<file path="src/rtl/hex7seg_pkg.sv">
// Shared 7-segment glyph table and segment bit positions.
// Glyphs are active-high, ordered a..g at bits 0..6.
package hex7seg_pkg;

    typedef logic [0:6] glyph_t;

    localparam int SEG_A  = 0;
    localparam int SEG_B  = 1;
    localparam int SEG_C  = 2;
    localparam int SEG_D  = 3;
    localparam int SEG_E  = 4;
    localparam int SEG_F  = 5;
    localparam int SEG_G  = 6;
    localparam int SEG_DP = 7;

    localparam glyph_t SEG_0     = 7'b1111110;
    localparam glyph_t SEG_1     = 7'b0110000;
    localparam glyph_t SEG_2     = 7'b1101101;
    localparam glyph_t SEG_3     = 7'b1111001;
    localparam glyph_t SEG_4     = 7'b0110011;
    localparam glyph_t SEG_5     = 7'b1011011;
    localparam glyph_t SEG_6     = 7'b1011111;
    localparam glyph_t SEG_7     = 7'b1110000;
    localparam glyph_t SEG_8     = 7'b1111111;
    localparam glyph_t SEG_9     = 7'b1111011;
    localparam glyph_t SEG_A_HEX = 7'b1110111;
    localparam glyph_t SEG_B_HEX = 7'b0011111;
    localparam glyph_t SEG_C_HEX = 7'b1001110;
    localparam glyph_t SEG_D_HEX = 7'b0111101;
    localparam glyph_t SEG_E_HEX = 7'b1001111;
    localparam glyph_t SEG_F_HEX = 7'b1000111;
    localparam glyph_t SEG_BLANK = 7'b0000000;

    function automatic glyph_t nib_to_seg(input logic [3:0] nib);
        glyph_t g;
        unique case (nib)
            4'h0: g = SEG_0;
            4'h1: g = SEG_1;
            4'h2: g = SEG_2;
            4'h3: g = SEG_3;
            4'h4: g = SEG_4;
            4'h5: g = SEG_5;
            4'h6: g = SEG_6;
            4'h7: g = SEG_7;
            4'h8: g = SEG_8;
            4'h9: g = SEG_9;
            4'hA: g = SEG_A_HEX;
            4'hB: g = SEG_B_HEX;
            4'hC: g = SEG_C_HEX;
            4'hD: g = SEG_D_HEX;
            4'hE: g = SEG_E_HEX;
            4'hF: g = SEG_F_HEX;
        endcase
        return g;
    endfunction

endpackage

</file>
<file path="src/rtl/hex7seg_decode.sv">
// Combinational nibble/dp/blank to seg[0:7] with output polarity.
// Shared by the scanner and the legacy byte decoder.
module hex7seg_decode
    import hex7seg_pkg::*;
#(
    parameter int ACTIVE_LOW = 1
) (
    input  logic [3:0] nib,
    input  logic       dp,
    input  logic       blank,
    output logic [0:7] seg
);

    logic [0:7] raw;

    always_comb begin
        raw = '0;
        raw[SEG_A:SEG_G] = blank ? SEG_BLANK : nib_to_seg(nib);
        raw[SEG_DP] = dp & ~blank;
        seg = (ACTIVE_LOW != 0) ? ~raw : raw;
    end

endmodule

</file>
<file path="src/rtl/hex_display_scanner.sv">
// Time-multiplexed N-digit hex display driver, double-buffered.
// Optional leading-zero blanking: HEX_SCAN_LEADING_ZERO_BLANK_EN.
module hex_display_scanner
    import hex7seg_pkg::*;
#(
    parameter int NUM_DIGITS  = 4,
    parameter int REFRESH_DIV = 50000,
    parameter int ACTIVE_LOW  = 1
) (
    input  logic                    clk,
    input  logic                    rst_n,
    input  logic                    enable,
    input  logic                    load,
    input  logic [4*NUM_DIGITS-1:0] data,
    input  logic [NUM_DIGITS-1:0]   dp_mask,
    output logic [0:7]              seg,
    output logic [NUM_DIGITS-1:0]   an,
    output logic                    pending,
    output logic                    frame_done
);

    localparam int DW = 4 * NUM_DIGITS;
    localparam int CW = $clog2(REFRESH_DIV);
    localparam int IW = (NUM_DIGITS > 1) ? $clog2(NUM_DIGITS) : 1;
    localparam logic [CW-1:0] CNT_MAX = CW'(REFRESH_DIV - 1);
    localparam logic [IW-1:0] IDX_MAX = IW'(NUM_DIGITS - 1);
    localparam logic [0:7] SEG_OFF = {8{ACTIVE_LOW != 0}};
    localparam logic [NUM_DIGITS-1:0] AN_OFF =
        {NUM_DIGITS{ACTIVE_LOW != 0}};

    logic [CW-1:0]         cnt;
    logic [IW-1:0]         idx;
    logic [DW-1:0]         disp_data;
    logic [NUM_DIGITS-1:0] disp_dp;
    logic [DW-1:0]         pend_data;
    logic [NUM_DIGITS-1:0] pend_dp;

    logic                  tick;
    logic                  wrap;
    logic                  commit;
    logic [3:0]            cur_nib;
    logic                  cur_dp;
    logic                  blank;
    logic [NUM_DIGITS-1:0] hot;
    logic [0:7]            dec_seg;

    assign tick   = enable && (cnt == CNT_MAX);
    assign wrap   = tick && (idx == IDX_MAX);
    assign commit = !enable || wrap;

    always_comb begin
        cur_nib = disp_data[3:0];
        cur_dp  = disp_dp[0];
        hot     = '0;
        for (int k = 0; k < NUM_DIGITS; k++) begin
            hot[k] = (idx == IW'(k));
            if (idx == IW'(k)) begin
                cur_nib = disp_data[4*k +: 4];
                cur_dp  = disp_dp[k];
            end
        end
    end

`ifdef HEX_SCAN_LEADING_ZERO_BLANK_EN
    logic [IW-1:0] msnz;

    // Digit 0 can never exceed msnz, so it is never blanked.
    always_comb begin
        msnz = '0;
        for (int k = 0; k < NUM_DIGITS; k++) begin
            if (disp_data[4*k +: 4] != 4'h0) begin
                msnz = IW'(k);
            end
        end
        blank = (idx > msnz) && !cur_dp;
    end
`else
    assign blank = 1'b0;
`endif

    hex7seg_decode #(
        .ACTIVE_LOW(ACTIVE_LOW)
    ) u_decode (
        .nib  (cur_nib),
        .dp   (cur_dp),
        .blank(blank),
        .seg  (dec_seg)
    );

    always_ff @(posedge clk) begin
        if (!rst_n) begin
            cnt        <= '0;
            idx        <= '0;
            disp_data  <= '0;
            disp_dp    <= '0;
            pend_data  <= '0;
            pend_dp    <= '0;
            pending    <= 1'b0;
            frame_done <= 1'b0;
            seg        <= SEG_OFF;
            an         <= AN_OFF;
        end else begin
            if (!enable) begin
                cnt        <= '0;
                idx        <= '0;
                frame_done <= 1'b0;
                seg        <= SEG_OFF;
                an         <= AN_OFF;
            end else begin
                cnt        <= tick ? '0 : cnt + CW'(1);
                frame_done <= wrap;
                seg        <= dec_seg;
                if (tick) begin
                    idx <= wrap ? '0 : idx + IW'(1);
                end
                if (blank) begin
                    an <= AN_OFF;
                end else begin
                    an <= (ACTIVE_LOW != 0) ? ~hot : hot;
                end
            end
            // An incoming load on a commit cycle bypasses the pending buffer.
            if (commit) begin
                pending <= 1'b0;
                if (load) begin
                    disp_data <= data;
                    disp_dp   <= dp_mask;
                end else if (pending) begin
                    disp_data <= pend_data;
                    disp_dp   <= pend_dp;
                end
            end else if (load) begin
                pend_data <= data;
                pend_dp   <= dp_mask;
                pending   <= 1'b1;
            end
        end
    end

endmodule

</file>
<file path="config.mk">
export PLATFORM = sky130hd
export DESIGN_NAME = hex_display_scanner
export DESIGN_NICKNAME = d
export VERILOG_FILES = /design/src/rtl/hex7seg_pkg.sv /design/src/rtl/hex7seg_decode.sv /design/src/rtl/hex_display_scanner.sv
export SDC_FILE = /design/constraint.sdc
export NUM_CORES = 1
export LEC_CHECK = 0
export ABC_CLOCK_PERIOD_IN_PS = 5460
export BUFFER_PORTS_ARGS = -buffer_cell sky130_fd_sc_hd__buf_2
export CAP_MARGIN = 20
export CORE_MARGIN = 8
export CORE_UTILIZATION = 50
export DETAILED_ROUTE_END_ITERATION = 10
export PLACE_DENSITY_LB_ADDON = 0.25
export SKIP_LAST_GASP = 1
export SYNTH_ARGS = -nofsm -noshare
export SYNTH_HDL_FRONTEND = slang
export SYNTH_SLANG_ARGS = --single-unit
</file>
<file path="constraint.sdc">
create_clock -name clk -period 5.46 [get_ports clk]
set_clock_uncertainty 0.05 [all_clocks]
set_input_delay 0.273 -clock clk [delete_from_list [all_inputs] [get_ports clk]]
set_output_delay 0.273 -clock clk [all_outputs]
set_load 0.05 [all_outputs]
</file>
Yosys cells after proc, flatten, opt, wreduce, memory -nomap -nowiden
Memory sizes are Yosys's and may differ from the RTL's.
Cells that the tools add are included.

storage, ports and cells
  bits in registers = 72
  latch bits = 0
  memory bits (writable) = 0
  ROM bits = 112
  input port bits = 24
  output and inout port bits = 14
  logic and storage cells = 44
  memories kept = 1

cells by class
  $add $sub $neg = 2
  multipliers = 0
  div/mod/pow operators = 0
  magnitude comparators = 0
  equality and inequality tests = 4
  shift operators = 0
  mux-type cells = 11
  bitwise operators = 5
  reductions and logical operators = 11

memories
  name             depth  bits a word  read ports  clocked after memory_dff  write ports  RTL line           text
  (no name shown)  16     7            1           0                         0            hex7seg_pkg.sv:36  unique case (nib)

operators with widths
  cell                                                              count
  16-bit two-way mux                                                2
  4-bit two-way mux                                                 5
  16-bit by 1-bit adder with 16-bit output (second input constant)  1
  16-bit == test (second input constant)                            1
  8-bit inverter                                                    1
  2-bit AND reduction                                               3
  2-bit == test (second input constant)                             2
  4-bit inverter                                                    1
  1-bit two-way mux                                                 3
  1-bit inverter                                                    3
  3-bit OR reduction                                                1
  2-bit by 1-bit adder with 2-bit output (second input constant)    1
  2-bit by 1-bit == test with 1-bit output (second input constant)  1
  1-bit logical AND                                                 2
  2-bit zero test                                                   1
  2-bit two-way mux                                                 1
  2-bit nonzero test                                                1
  2-bit OR reduction                                                1
  1-bit zero test                                                   1
  1-bit logical OR                                                  1

Logic depth before layout (Yosys ltp)
Gate-level depths: netlist of run 1.

  depth after elaboration = 6
  gate-level depth with buffers = 12
  depth with buffers taken out = 11

Modules after synthesis
From an unflattened synthesis of run 1, not the netlist that was laid out.

second synthesis, totals
  cells, all modules = 398
  area total of the unflattened synthesis = 3420.8 um^2

modules (own cells, without submodules)
  module               instances  cells each  area each (um^2)  seq. area each (um^2)
  hex_display_scanner  1          364         3148.0            1441.4
  hex7seg_decode       1          34          272.8             0.0

Worst setup path after synthesis of run 1
Ideal clock, no wire load.

  kind = reg2reg
  from = register idx[1]
  to = register seg[3] (netlist bit)
  library setup time = 0.136 ns
  arrival time = 2.228 ns
  data required time = 5.274 ns
  path slack = 3.046 ns
  stages on the path, launching flop included = 11
  buffers on the path = 1
  clock period less this slack = 2.414 ns
  cell sequence = dfxtp_1 inv_1 ha_1 buf_2 mux2_2 mux2i_1 o21ai_0 inv_1 ha_1 a2111oi_0 a31oi_1

on the way
  word-level cells in the longest chain between the ends = 6
  elaborated cells on any way between the ends = 8
  those cells by class = eq/ne (3); mux (3); bitwise (1); memory (1)

RTL lines
  item                                      RTL line                    text
  start: declaration                        hex_display_scanner.sv:32   logic [IW-1:0] idx;
  start signal: assignment                  hex_display_scanner.sv:114  idx <= wrap ? '0 : idx + IW'(1);
  2-bit by 1-bit == test with 1-bit output  hex_display_scanner.sv:57   if (idx == IW'(k)) begin
  4-bit two-way mux (2 in a row)            hex_display_scanner.sv:57
  4-bit two-way mux (*)                     hex_display_scanner.sv:57
  memory read 16 x 7 bit (*)                -
  8-bit inverter (*)                        hex7seg_decode.sv:20        seg = (ACTIVE_LOW != 0) ? ~raw : raw;
  end signal: assignment                    hex_display_scanner.sv:112  seg <= dec_seg;
  end: declaration                          hex_display_scanner.sv:16   output logic [0:7] seg,

Every way passes the cells marked *; elsewhere a longest branch is shown, timed or not.
A chain may end at the register's enable or synchronous reset.

Worst setup path in the final report of run 1
Ends and elaborated chain as after synthesis.

==> impl_metrics.env, run 1 <==
export IMPL_io_buffers=37
export IMPL_cp_num_cells=9
export IMPL_grt_max_degree=63
export IMPL_yosys_warnings=0
export IMPL_wire_per_inst_um=14.3
export IMPL_synth_xor_area_share_pct=3.61
export IMPL_power_density_nw_per_um2=294
export IMPL_chipWidth_um=98.4
export IMPL_areaGrowthSynthToFinish_pct=11.2
export IMPL_path_clk_slew_ns=0.07
export IMPL_synth_seq_area_share_pct=42.5
export IMPL_hold_violations=0
export IMPL_cp_arrival_ns=2.92
export IMPL_crit_end="seg[3]$_SDFF_PN1_"
export IMPL_drt_wl_total_um=7060
export IMPL_synth_simple_gate_area_share_pct=20.8
export IMPL_critPathRequiredTime_ns=5.61
export IMPL_grt_pass1_wl_um=12200
export IMPL_cts_tree="done"
export IMPL_first_global_vias=2591
export IMPL_drc=0
export IMPL_post_cts_buffers=0
export IMPL_synth_top_family_by_area="compound AO/OA/AOI/OAI gates"
export IMPL_reg2reg_slack_ns=2.69
export IMPL_max_slew_margin_rel_pct=50.2
export IMPL_n_antenna_cell=0
export IMPL_busiest_layer="met2"
export IMPL_dp_cells=477
export IMPL_tns_ns=0
export IMPL_async_reset_ff_share_pct=0
export IMPL_min_from="data[9]"
export IMPL_grt_use_met3_pct=4.41
export IMPL_cpLargestDelayFamily="compound AO/OA/AOI/OAI gates"
export IMPL_drive_above_1_share_pct=19.6
export IMPL_synthMuxAreaShare_pct=2.40
export IMPL_syn_inst=384
export IMPL_io_pins=38
export IMPL_synth_fp_nets=420
export IMPL_p_leak_nw=1.62
export IMPL_cts_buffers=9
export IMPL_cp_max_fo=6
export IMPL_avgSynthCellArea_um2=8.84
export IMPL_worstSetupEndpointType="register"
export IMPL_worstSetupPathType="register to register"
export IMPL_rr_worst_depth=9
export IMPL_setup_worst_path_start_class="register"
export IMPL_worst_setup_path_startpoint="idx[1]$_SDFFE_PN0P_"
export IMPL_clk_latency_ns=0.34
export IMPL_postCtsHoldBufs=0
export IMPL_synth_ff_type="dfxtp_1"
export IMPL_nFillCells=633
export IMPL_reg2reg_from="idx[1]$_SDFFE_PN0P_"
export IMPL_core_area_um2=6680
export IMPL_antenna_found_initial=0
export IMPL_gr_usage_met1_pct=18.6
export IMPL_dieArea_um2=9680
export IMPL_setup_viol=0
export IMPL_cts_buffer_depth=2
export IMPL_synth_edff_count=0
export IMPL_synth_compound_area_share_pct=20.8
export IMPL_htreeDepth=3
export IMPL_antenna_left=0
export IMPL_layout_min_cycle_time_ns=2.77
export IMPL_ir_drop_mv=0.164
export IMPL_hp_class="input port to register"
export IMPL_final_common_cell="dfxtp_1"
export IMPL_instances_no_fill=494
export IMPL_min_period_over_period_pct=50.7
export IMPL_synth_adder_area_share_pct=4.42
export IMPL_ys_ff_latch=72
export IMPL_cts_resized=0
export IMPL_slew_viol_final=0
export IMPL_outcome="completed"
export IMPL_dr_total_vias=2721
export IMPL_grt_overflow_total=0
export IMPL_rsz0062_at_grt="no"
export IMPL_grt_usage_pct=15.4
export IMPL_slowest_delay_ns=0.45
export IMPL_initial_core_util_pct=50.8
export IMPL_cp_slowest_cell="o21ai_0"
export IMPL_worstMarginPinSlew_ns=0.747
export IMPL_root_buffer="clkbuf_8"
export IMPL_use_met2_pct=25.0
export IMPL_place_gp_congestion=0.831
export IMPL_finalNetCount=445
export IMPL_r2r_end="seg[3]$_SDFF_PN1_"
export IMPL_first_iter_violations=163
export IMPL_clock_sinks=72
export IMPL_die_y_um=98.4
export IMPL_drv_cap=0
export IMPL_std_cell_rows=30
export IMPL_vias_per_cell=5.51
export IMPL_crit_buf_inv=2
export IMPL_synth_area_um2=3390
export IMPL_final_cell_mix="dfxtp_1, nand2_1, nor2_1"
export IMPL_ys_types=42
export IMPL_drtPass1Iterations=6
export IMPL_fmax_mhz=361
export IMPL_crit_path_cell_trace="inv_1 > ha_1 > mux2_2 > mux2i_1 > o21ai_0 > inv_1 > ha_1 > a2111oi_0 > a31oi_1"
export IMPL_dp_hpwl_um=4860
## sequential cells by signal, indices dropped and copies added, names as in the netlist, 2 cells and up
signal,count
seg,8
cnt,16
pend_data,16
disp_dp,4
pend_dp,4
idx,2
disp_data,16
an,4
## per-layer routing
layer  routed length [µm]  vias to the layer above
met3                  268                       10
met4                  110                        0
met5                    0                        -
met2                 3330                       33
met1                 3350                     1277
li1                     -                     1401
## cell type report
type                    instances  area [µm²]  share of cell area (%)
clock buffers                  13         159                    4.21
inverters                      12        45.0                    1.19
repair buffers                 41         228                    6.03
flip-flops and latches         72        1440                    38.2
multi-input cells             273        1760                    46.7
clock inverters                 3        40.0                    1.06
well taps                      80         100                    2.65
## cell families after synthesis
| kind of cell | count (synthesis) |
|---|---|
| buffers and inverters | 39 |
| and+or+nand+nor | 148 |
| DFF | 72 |
| muxes | 8 |
| xor gates and xnor gates | 14 |
| AOI/OAI and AO/OA | 91 |
| adders and majority gates | 12 |
## where the power goes
| group | internal [W] | switching [W] |
|---|---|---|
| registers | 0.000549 | 0.0000130 |
| logic | 0.0000455 | 0.0000807 |
| clock network | 0.000235 | 0.000186 |
## synth_stat cells, types with 2 or more instances
library cell	count	area, µm²
a21oi_1	8	40.0
a221oi_1	2	17.5
a31oi_1	2	12.5
and2_1	3	18.8
and3_1	2	12.5
and4_1	2	17.5
buf_2	8	40.0
buf_6	4	45.0
clkbuf_1	14	52.6
dfxtp_1	72	1440
ha_1	12	150
inv_1	12	45.0
mux2i_1	7	70.1
nand2_1	46	173
nand2b_1	2	12.5
nand3_1	27	135
nand4_1	6	37.5
nor2_1	40	150
nor3b_1	13	97.6
o211a_1	20	200
o211ai_1	2	15.0
o21ai_0	15	75.1
o21ai_1	6	30.0
o21ai_2	21	184
o22ai_1	9	56.3
xnor2_1	7	61.3
xor2_1	7	61.3
## worst min path at each step
stage	endpoint	depth (start not counted)
floorplan	pend_data[0]$_SDFFE_PN0P_	2
global placement	pend_data[5]$_SDFFE_PN0P_	2
detailed placement	cnt[0]$_SDFF_PP0_	1
CTS	pend_data[11]$_SDFFE_PN0P_	3
global route	pend_data[9]$_SDFFE_PN0P_	3
finish	pend_data[9]$_SDFFE_PN0P_	3
## worst reg2reg max path, stage by stage (launching register included)
cell       delay [ns]
dfxtp_1          0.37
inv_1            0.08
ha_1             0.30
mux2_2           0.28
mux2i_1          0.06
o21ai_0          0.45
inv_1            0.20
ha_1             0.36
a2111oi_0        0.41
a31oi_1          0.08
## metrics by stage
stage	cell area, µm²	hold slack (ns)	utilization [%]	setup WS (ns)	total power, W
finish	3780	0.128	56.5	2.69	0.00111
global route	3780	0.121	56.5	2.47	0.00116
CTS	3760	0.114	56.2	2.70	0.00112
detailed placement	3560	0.400	53.2	2.72	0.000699
global placement	3560	0.393	53.2	2.92	0.000696
floorplan	3390	0.367	-	3.05	0.000667
No activity file was read; power rests on OpenSTA's default activity.
==> run 2: changes to the inputs <==
ABC_AREA = 1   (was default)
ABC_CLOCK_PERIOD_IN_PS = 2300   (was 5460)
clock period = 2.3 ns   (was 5.46 ns; I/O delays follow)
==> run 2 against run 1 <==
- sequential power is 140% higher
- sequential cell count stayed put
- synthesized area is 4.9% higher
- via count is 23% higher
- fmax is 31% higher
- cell count is 43% higher
- clock power is 110% higher
- power is 130% higher
- first-iteration DRC count is 3.7% higher
- non-clock buffer count is 27 higher
- die area is 4.1% higher
- global-route usage is 0.68 points higher
- critical endpoint unchanged
- highest routed layer unchanged
==> impl_metrics.env, run 2 <==
export IMPL_post_cts_buffers=0
export IMPL_critPathRequiredTime_ns=2.47
export IMPL_drv_cap=0
export IMPL_avgSynthCellArea_um2=6.51
export IMPL_setup_viol=0
export IMPL_clock_sinks=72
export IMPL_place_gp_congestion=0.911
export IMPL_design_area_um2=4220
export IMPL_cts_buffers=9
export IMPL_root_buffer="clkbuf_8"
export IMPL_die_y_um=100
export IMPL_ys_ff_latch=72
export IMPL_fin_ws_ns=0.191
export IMPL_cp_arrival_ns=2.28
export IMPL_outcome="completed"
export IMPL_synth_seq_area_share_pct=40.5
export IMPL_areaGrowthSynthToFinish_pct=18.6
export IMPL_worstSetupPathType="register to register"
export IMPL_ys_top_cells_by_count="nand2_1, nor2_1, dfxtp_1"
export IMPL_cts_buffer_depth=2
export IMPL_final_common_cell="nand2_1"
export IMPL_yosys_top_cells_area="dfxtp_1, nand2_1, nor2_1"
export IMPL_chipWidth_um=100
export IMPL_power_share_switching_pct=27.9
export IMPL_antenna_found_initial=0
export IMPL_dp_hpwl_um=5430
export IMPL_dieArea_um2=10100
export IMPL_synth_area_um2=3560
export IMPL_synth_most_common_cell="nand2_1"
export IMPL_internal_power_w=0.00186
export IMPL_first_global_vias=3069
export IMPL_drt_wl_total_um=7830
export IMPL_p_leak_nw=2.02
export IMPL_clk_latency_ns=0.35
export IMPL_met2WireLength_um=3550
export IMPL_drive_above_1_share_pct=12.3
export IMPL_core_area_um2=6830
export IMPL_max_slew_margin_rel_pct=71.8
export IMPL_finalNetCount=640
export IMPL_hold_violations=0
export IMPL_vias_per_cell=4.75
export IMPL_wl_met1_um=3830
export IMPL_synth_edff_count=0
export IMPL_p_seq_share_pct=51.5
export IMPL_dr_total_vias=3349
export IMPL_htreeDepth=3
export IMPL_cts_tree="done"
export IMPL_initial_core_util_pct=52.1
export IMPL_ir_drop_mv=0.397
export IMPL_synth_fp_nets=583
export IMPL_highest_layer="met4"
export IMPL_io_pins=38
export IMPL_cp_max_fo=4
export IMPL_yosysTopAreaCellShare_pct=40.5
export IMPL_pre_cts_slack_ns=0.160
export IMPL_grt_usage_pct=16.0
export IMPL_grt_overflow_total=0
export IMPL_largestRegisters="cnt: 16 flops, disp_data: 16 flops, pend_data: 16 flops"
export IMPL_antenna_left=0
export IMPL_first_iter_violations=169
export IMPL_ys_types=30
export IMPL_p_switching_w=0.000721
export IMPL_worstSetupEndpointType="register"
export IMPL_layout_min_cycle_time_ns=2.11
export IMPL_hp_class="input port to register"
export IMPL_path_clk_slew_ns=0.08
export IMPL_fmax_mhz=474
export IMPL_synth_ff_type="dfxtp_1"
export IMPL_crit_path_cell_trace="inv_1 > ha_1 > inv_2 > o211ai_1 > a21boi_1 > inv_1 > ha_1 > or2_2 > nand3_1 > nand3_1"
export IMPL_io_buffers=37
export IMPL_grt_pass1_wl_um=13200
export IMPL_worstMarginPinSlew_ns=0.423
export IMPL_setup_worst_path_start_class="register"
export IMPL_cp_slowest_cell="dfxtp_1"
export IMPL_drc=0
export IMPL_pwr_share_comb_pct=14.2
export IMPL_async_reset_ff_share_pct=0
export IMPL_tns_ns=0
export IMPL_grt_max_degree=42
export IMPL_yosys_warnings=0
export IMPL_wire_per_inst_um=11.1
export IMPL_clock_power_share_pct=34.3
export IMPL_power_density_nw_per_um2=611
export IMPL_place_area_um2=3840
export IMPL_drtPass1Iterations=5
export IMPL_yosysTopAreaCell="dfxtp_1"
export IMPL_n_antenna_cell=0
export IMPL_syn_inst=547
export IMPL_wl_met3_um=359
export IMPL_slew_viol_final=0
export IMPL_std_cell_rows=30
export IMPL_min_period_over_period_pct=91.7
export IMPL_slowest_delay_ns=0.37
export IMPL_final_cell_mix="nand2_1, nor2_1, dfxtp_1"
run 2: per-stage QoR:
stage / hold slack (ns) / total power [W] / util, % / instances
2_1_floorplan: 0.200 / 0.00161 / - / 547
3_3_place_gp: 0.300 / 0.00169 / 56.2 / 668
3_5_place_dp: 0.307 / 0.00169 / 56.2 / 668
4_1_cts: 0.0828 / 0.00259 / 61.8 / 705
5_1_grt: 0.115 / 0.00271 / 61.8 / 705
6_report: 0.0886 / 0.00258 / 61.8 / 705
run 2: worst max-delay path, delay by kind of cell (launching register included):
| family | cells | cell delay [ns] |
|---|---|---|
| AO/OA/AOI/OAI | 2 | 0.26 |
| adder cells (fa/ha/maj) | 2 | 0.53 |
| buffers and inverters | 3 | 0.30 |
| flip-flops | 1 | 0.37 |
| AND/OR/NAND/NOR | 3 | 0.45 |
run 2: per-layer routing:
metal / up-vias / GRT usage, %
met4: 0 / 5.00
met2: 75 / 26.7
met3: 10 / 4.29
met1: 1485 / 19.6
li1: 1779 / -
met5: - / 0
run 2: cells by family (layout without fill, tap and decap cells):
group                      Yosys count  after routing  synth area share, %
DFF                                 72             72                 40.5
and+or+nand+nor                    314            314                 35.7
adders and majority gates           12             12                 4.22
AOI/OAI and AO/OA                   53             53                 8.26
xor gates and xnor gates             2              2                0.492
buffers and inverters               94            156                 10.9
run 2: final cells by class:
type | count | area (µm²)
tap | 96 | 120
inverter | 72 | 270
fill | 635 | 2610
multi-input combinational | 381 | 1730
clock buffer | 11 | 141
sequential | 72 | 1440
clock inverter | 5 | 32.5
timing repair buffer | 68 | 483
run 2: power groups by stage:
stage | registers, W | logic (W) | clock network (W)
CTS | 0.00133 | 0.000366 | 0.000898
global route | 0.00134 | 0.000421 | 0.000956
global placement | 0.00136 | 0.000330 | 0
finish | 0.00133 | 0.000366 | 0.000885
floorplan | 0.00139 | 0.000217 | 0
detailed placement | 0.00136 | 0.000336 | 0
run 2: final timing paths:
| kind | cells past startpoint | startpoint | slack [ns] | endpoint |
|---|---|---|---|---|
| setup / recovery | 10 | idx[0]$_SDFFE_PN0P_ | 0.19 | seg[3]$_SDFF_PN1_ |
| hold / removal | 4 | enable | 0.09 | seg[1]$_SDFF_PN1_ |
| setup reg to reg | 10 | idx[0]$_SDFFE_PN0P_ | 0.19 | seg[3]$_SDFF_PN1_ |
| hold reg to reg | 1 | cnt[0]$_SDFF_PP0_ | 0.40 | cnt[0]$_SDFF_PP0_ |
run 2: timing repair:
item / in CTS / in global routing
hold buffers: 21 / 0
endpoints found under the setup margin: 0 / 4
resized for setup: 0 / 2
endpoints found under the hold margin: 21 / 0
